## src/rtl/mul_share_ctrl.sv

```systemverilog
// -----------------------------------------------------------------------------
// mul_share_ctrl
//
// Shares one sequential 8x8 signed multiplier among NUM_REQ requesters.
// A round-robin arbiter picks a requester while the multiplier is idle,
// captures that requester's operands, drives the start/ready handshake,
// and returns the 16-bit product tagged with the requester ID. A watchdog
// turns a hung multiplier into an error response instead of a lockup.
//
// Ports:
//   clk, rst              clock (rising edge), async active-high reset
//   req_valid[NUM_REQ]    per-requester request level, held until granted
//   req_m, req_r          packed 8-bit operands, requester i at [8i+7:8i]
//   req_grant[NUM_REQ]    one-hot, one-cycle pulse: operands captured
//   resp_valid            one-cycle pulse: resp_id/resp_data/resp_err valid
//   resp_id               requester that was served
//   resp_data             signed product, 0 when resp_err is set
//   resp_err              watchdog expired for this response
//   busy                  high whenever the controller is not idle
//   mul_start             start strobe to the multiplier
//   mul_m, mul_r          registered operands to the multiplier
//   mul_ready             multiplier idle flag
//   mul_ans               multiplier product, stable while mul_ready is high
// -----------------------------------------------------------------------------
module mul_share_ctrl #(
    parameter int NUM_REQ = 4,
    parameter int ID_W    = 2,
    parameter int TIMEOUT = 31
) (
    input  logic                   clk,
    input  logic                   rst,
    input  logic [NUM_REQ-1:0]     req_valid,
    input  logic [8*NUM_REQ-1:0]   req_m,
    input  logic [8*NUM_REQ-1:0]   req_r,
    output logic [NUM_REQ-1:0]     req_grant,
    output logic                   resp_valid,
    output logic [ID_W-1:0]        resp_id,
    output logic [15:0]            resp_data,
    output logic                   resp_err,
    output logic                   busy,
    output logic                   mul_start,
    output logic [7:0]             mul_m,
    output logic [7:0]             mul_r,
    input  logic                   mul_ready,
    input  logic [15:0]            mul_ans
);

    localparam int                TW        = $clog2(TIMEOUT + 1);
    localparam logic [TW-1:0]     TIMER_MAX = TW'(TIMEOUT);
    localparam logic [ID_W-1:0]   LAST_ID   = ID_W'(NUM_REQ - 1);

    typedef enum logic [2:0] {
        IDLE,
        ISSUE,
        WAIT_ACK,
        WAIT_DONE,
        RESP
    } state_t;

    state_t              state, state_d;
    logic [ID_W-1:0]     rr_ptr, rr_ptr_d;
    logic [ID_W-1:0]     sel, sel_d;
    logic [TW-1:0]       timer, timer_d;

    logic [NUM_REQ-1:0]  req_grant_d;
    logic                resp_valid_d;
    logic [ID_W-1:0]     resp_id_d;
    logic [15:0]         resp_data_d;
    logic                resp_err_d;
    logic                busy_d;
    logic                mul_start_d;
    logic [7:0]          mul_m_d;
    logic [7:0]          mul_r_d;

    logic                pick_found;
    logic [ID_W-1:0]     pick_idx;
    logic [ID_W-1:0]     arb_cand;
    int                  arb_sum;

    // Round-robin search: the first asserted request at or above the
    // pointer wins, wrapping past NUM_REQ-1 back to 0. The wrap is done
    // in integer arithmetic so NUM_REQ need not be a power of two.
    always_comb begin
        pick_found = 1'b0;
        pick_idx   = '0;
        arb_cand   = '0;
        arb_sum    = 0;
        for (int k = 0; k < NUM_REQ; k++) begin
            arb_sum = int'(rr_ptr) + k;
            if (arb_sum >= NUM_REQ) begin
                arb_sum = arb_sum - NUM_REQ;
            end
            arb_cand = ID_W'(arb_sum);
            if (!pick_found && req_valid[arb_cand]) begin
                pick_found = 1'b1;
                pick_idx   = arb_cand;
            end
        end
    end

    // Next-state and next-output logic. Every output is registered, so
    // each *_d value is what the output shows during the next state.
    // Watchdog expiry is tested before mul_ready so that a same-cycle
    // ready transition loses to the timeout.
    always_comb begin
        state_d      = state;
        rr_ptr_d     = rr_ptr;
        sel_d        = sel;
        timer_d      = timer;
        req_grant_d  = '0;
        resp_valid_d = 1'b0;
        resp_id_d    = resp_id;
        resp_data_d  = resp_data;
        resp_err_d   = resp_err;
        mul_start_d  = 1'b0;
        mul_m_d      = mul_m;
        mul_r_d      = mul_r;

        case (state)
            IDLE: begin
                // A multiplier that is still busy (e.g. after a reset of
                // the controller alone) must finish before a new grant.
                if (pick_found && mul_ready) begin
                    sel_d                 = pick_idx;
                    mul_m_d               = req_m[{pick_idx, 3'b000} +: 8];
                    mul_r_d               = req_r[{pick_idx, 3'b000} +: 8];
                    req_grant_d[pick_idx] = 1'b1;
                    mul_start_d           = 1'b1;
                    state_d               = ISSUE;
                end
            end
            ISSUE: begin
                timer_d = '0;
                state_d = WAIT_ACK;
            end
            WAIT_ACK, WAIT_DONE: begin
                if (timer == TIMER_MAX) begin
                    resp_valid_d = 1'b1;
                    resp_id_d    = sel;
                    resp_data_d  = 16'h0000;
                    resp_err_d   = 1'b1;
                    state_d      = RESP;
                end else begin
                    timer_d = timer + TW'(1);
                    if (state == WAIT_ACK) begin
                        if (!mul_ready) begin
                            state_d = WAIT_DONE;
                        end
                    end else if (mul_ready) begin
                        resp_valid_d = 1'b1;
                        resp_id_d    = sel;
                        resp_data_d  = mul_ans;
                        resp_err_d   = 1'b0;
                        state_d      = RESP;
                    end
                end
            end
            RESP: begin
                rr_ptr_d = (sel == LAST_ID) ? '0 : sel + ID_W'(1);
                state_d  = IDLE;
            end
            default: begin
                state_d = IDLE;
            end
        endcase

        busy_d = (state_d != IDLE);
    end

    // State and output registers.
    always_ff @(posedge clk or posedge rst) begin
        if (rst) begin
            state      <= IDLE;
            rr_ptr     <= '0;
            sel        <= '0;
            timer      <= '0;
            req_grant  <= '0;
            resp_valid <= 1'b0;
            resp_id    <= '0;
            resp_data  <= 16'h0000;
            resp_err   <= 1'b0;
            busy       <= 1'b0;
            mul_start  <= 1'b0;
            mul_m      <= 8'h00;
            mul_r      <= 8'h00;
        end else begin
            state      <= state_d;
            rr_ptr     <= rr_ptr_d;
            sel        <= sel_d;
            timer      <= timer_d;
            req_grant  <= req_grant_d;
            resp_valid <= resp_valid_d;
            resp_id    <= resp_id_d;
            resp_data  <= resp_data_d;
            resp_err   <= resp_err_d;
            busy       <= busy_d;
            mul_start  <= mul_start_d;
            mul_m      <= mul_m_d;
            mul_r      <= mul_r_d;
        end
    end

endmodule

```

## config.mk

```make
export PLATFORM = sky130hd
export DESIGN_NAME = mul_share_ctrl
export DESIGN_NICKNAME = d
export VERILOG_FILES = /design/src/rtl/mul_share_ctrl.sv
export SDC_FILE = /design/constraint.sdc
export NUM_CORES = 1
export LEC_CHECK = 0
export BUFFER_PORTS_ARGS = -buffer_cell sky130_fd_sc_hd__buf_4
export CAP_MARGIN = 20
export CORE_UTILIZATION = 29
export CTS_BUF_LIST = sky130_fd_sc_hd__clkbuf_4 sky130_fd_sc_hd__clkbuf_8
export DETAILED_ROUTE_END_ITERATION = 12
export HOLD_SLACK_MARGIN = 0.06
export SLEW_MARGIN = 20
export SYNTH_ARGS = -nofsm -noshare
export SYNTH_HDL_FRONTEND = slang
export SYNTH_SLANG_ARGS = --single-unit
export TNS_END_PERCENT = 1
```

## constraint.sdc

```tcl
create_clock -name clk -period 2.3 [get_ports clk]
set_clock_uncertainty 0.15 [all_clocks]
set_input_delay 0.23 -clock clk [delete_from_list [all_inputs] [get_ports clk]]
set_output_delay 0.23 -clock clk [all_outputs]
set_load 0.02 [all_outputs]
```

==> results_dict.tcl <==
set metrics [dict create \
    grt_max_degree 55 \
    worstPathRequired_ns 2.34 \
    cts_tree "yes" \
    hp-class "in2reg" \
    drc 0 \
    crit_type "reg2reg" \
    hold_ws_ns 0.0874 \
    cap_viol_max_count 0 \
    top_level_ports 129 \
    std_cell_rows 35 \
    die_w_um 99.4 \
    synthesis.area_um2 2750 \
    synth.distinct_cells 38 \
    cp_slowest_stage_delay_ns 0.42 \
    synth_warnings 0 \
    grt_pass1_wl_mm 13.5 \
    cp_cell_sequence "ha_1 -> and3_1 -> ha_1 -> inv_1 -> nand2_1 -> nand2b_1 -> buf_4 -> a22o_1" \
    ys_seq_area_share_pct 49.2 \
    fin_crit_sh_pct 91.4 \
    antennaDiodeCount 0 \
    fin_nets 512 \
    vias_per_cell 5.12 \
    min_period_ns 2.10 \
    grt_antenna_before_repair 0 \
    finalMaxSlewViolations 0 \
    wl_per_cell_um 15.9 \
    setup_viol 0 \
    dp_hpwl_mm 5.77 \
    cts_buffer_depth 2 \
    syn_avg_cell_area_um2 10.3 \
    ys_seq_elements 54 \
    ir_worst_vdd_mv 0.375 \
    cp-start-kind "flop" \
    drt-initial-drc-count 104 \
    synth-edff-count 0 \
    p_leak_uw 0.00206 \
    crit_top_cell "ha_1" \
    status "finished, final reports clean" \
    die_h_um 99.4 \
    final.setup.tns_ns 0 \
    initial_core_util_pct 29.9 \
    tightest_slew_ns 0.835 \
    synthCells 267 \
    grt_setup_unrepaired "false" \
    final_cells 534 \
    cts_sinks 54 \
    arrival_ns 2.14 \
    first_pass_iters 4 \
    async_flop_share_pct 100 \
    drtAntennaViolNets 0 \
    drive_gt1_share_pct 37.6 \
    numCtsBuffers 5 \
    clock-root-buffer "clkbuf_8" \
    clk_latency_ns 0.30 \
    globalRoute.totalOverflow 0 \
    crit_fanout 18 \
    cts.clk_slew.worst_paths_ns 0.09 \
    vias 2735 \
    fmax_mhz 476 \
    grt_util_all_layers_pct 17.3 \
    routed_wl_mm 8.50 \
    gp_congestion 0.867 \
    synth-main-ff-cell "dfrtp_1" \
    h-tree-depth 2 \
    core_area_um2 9200 \
    power.density_nw_per_um2 1100 \
    totalPowerFinal_uw 4680 \
    hold_viol 0 \
    cp_slowest_cell "dfrtp_1" \
    grt_pass1_vias 2684 \
    worstSetupEndpointType "flop" \
    syn_to_final_growth_pct 55.2 \
    portBuffers 128 \
    design.die.area_um2 9870 \
    syn_nets 357 \
    maxSlewHeadroom_pct 44.2 \
    dp_cells 492 \
]
==> placed cells by master, fill, tap and decap left out, types with 2 or more instances in the layout <==
cell           count
buf_4            133
dfrtp_1           54
dlygate4sd3_1     34
a31oi_1           32
nor2_1            23
a22o_1            22
o21ai_0           21
and3_1            18
a22oi_1           16
nand2_1           12
nand2b_1           5
clkbuf_8           5
nor2b_1            4
a21oi_1            4
mux2_2             4
inv_1              3
ha_1               3
inv_2              2
o21bai_2           2
o21ai_1            2
a21o_1             2
nand4b_1           2
o31ai_1            2
buf_12             2
==> metrics by stage <==
step	util [%]	setup WS, ns	cell area (um2)
CTS	46.4	0.185	4270
global placement	41.4	0.291	3810
detailed placement	41.4	0.211	3810
floorplan	-	0.187	2750
global route	46.4	0.0165	4270
finish	46.4	0.197	4270
==> sequential cells by signal (all words and copies together) (netlist names), 2 cells and up <==
name       flops
resp_data     16
sel            2
resp_id        2
state          3
timer          5
req_grant      4
mul_r          8
mul_m          8
rr_ptr         2
==> critical path, delay by kind of cell (launching register included) <==
family,cells,cell delay [ns]
compound gates,1,0.25
fa+ha+maj,2,0.52
simple gates,3,0.34
buf+inv,2,0.31
flops,1,0.42
==> cells in the mapped netlist (all sizes together) (2+ instances only) <==
cell type / instances / area share [%]
dfrtp: 54 / 49
a31oi: 32 / 7.3
nor2: 23 / 3.1
o21ai: 23 / 4.2
a22o: 22 / 7.0
and3: 18 / 4.1
a22oi: 16 / 4.4
buf: 14 / 3.2
nand2: 12 / 1.6
clkbuf: 7 / 1.0
inv: 5 / 0.68
nand2b: 5 / 1.1
nor2b: 5 / 1.4
a21oi: 4 / 0.73
mux2: 4 / 1.6
ha: 3 / 1.4
nor3: 3 / 1.1
a21o: 2 / 0.55
nand4b: 2 / 0.64
o21bai: 2 / 0.82
o31ai: 2 / 0.55
==> per-layer routing <==
metal,wire length [um],vias to the layer above,track usage [%]
met1,3690,1307,22.5
met2,4140,109,28.6
met3,596,6,4.22
li1,-,1313,-
met4,82,0,4.75
met5,0,-,0
==> power by group <==
part	switching [uW]	internal [uW]	leakage, uW
logic	1270	1100	0.00134
clock network	305	337	0.0000548
registers	315	1350	0.000665
total	1890	2790	0.00206
==> worst paths after layout <==
| kind | slack, ns | start | cells after the start | endpoint |
|---|---|---|---|---|
| min in group asynchronous | 0.38 | rst | 4 | mul_start$_DFF_PP0_ |
| setup reg to reg | 0.20 | timer[0]$_DFFE_PP0P_ | 8 | resp_data[4]$_DFFE_PP0P_ |
| setup / recovery | 0.20 | timer[0]$_DFFE_PP0P_ | 8 | resp_data[4]$_DFFE_PP0P_ |
| hold / removal | 0.09 | req_r[8] | 3 | mul_r[0]$_DFFE_PP0P_ |
| max in group asynchronous | 1.38 | rst | 4 | resp_id[0]$_DFFE_PP0P_ |
| hold reg to reg | 0.37 | resp_data[10]$_DFFE_PP0P_ | 1 | resp_data[10]$_DFFE_PP0P_ |
==> final cells by class <==
type	count	area, um2
tap	111	139
clock buffer	6	76.3
multi-input combinational	187	1260
fill	872	4930
clock inverter	2	37.5
sequential	54	1350
timing repair buffer	169	1380
inverter	5	18.8
==> cell families (layout without fill, tap and decap cells) <==
logic type,count (synthesis),count (layout),synth area share (%)
AO/OA/AOI/OAI,108,108,27.9
adder cells (fa/ha/maj),3,3,1.37
buffers and inverters,26,182,4.87
flip-flops,54,54,49.2
multiplexers,4,4,1.64
AND/OR/NAND/NOR,72,72,15.1
==> repair_timing <==
action                     CTS  global route
gates resized for setup      0             0
hold endpoints to repair    87             0
setup endpoints to repair    0             0
hold buffers                34             0
setup buffers                0             0
Note: power is estimated with default switching activity, not from simulation.
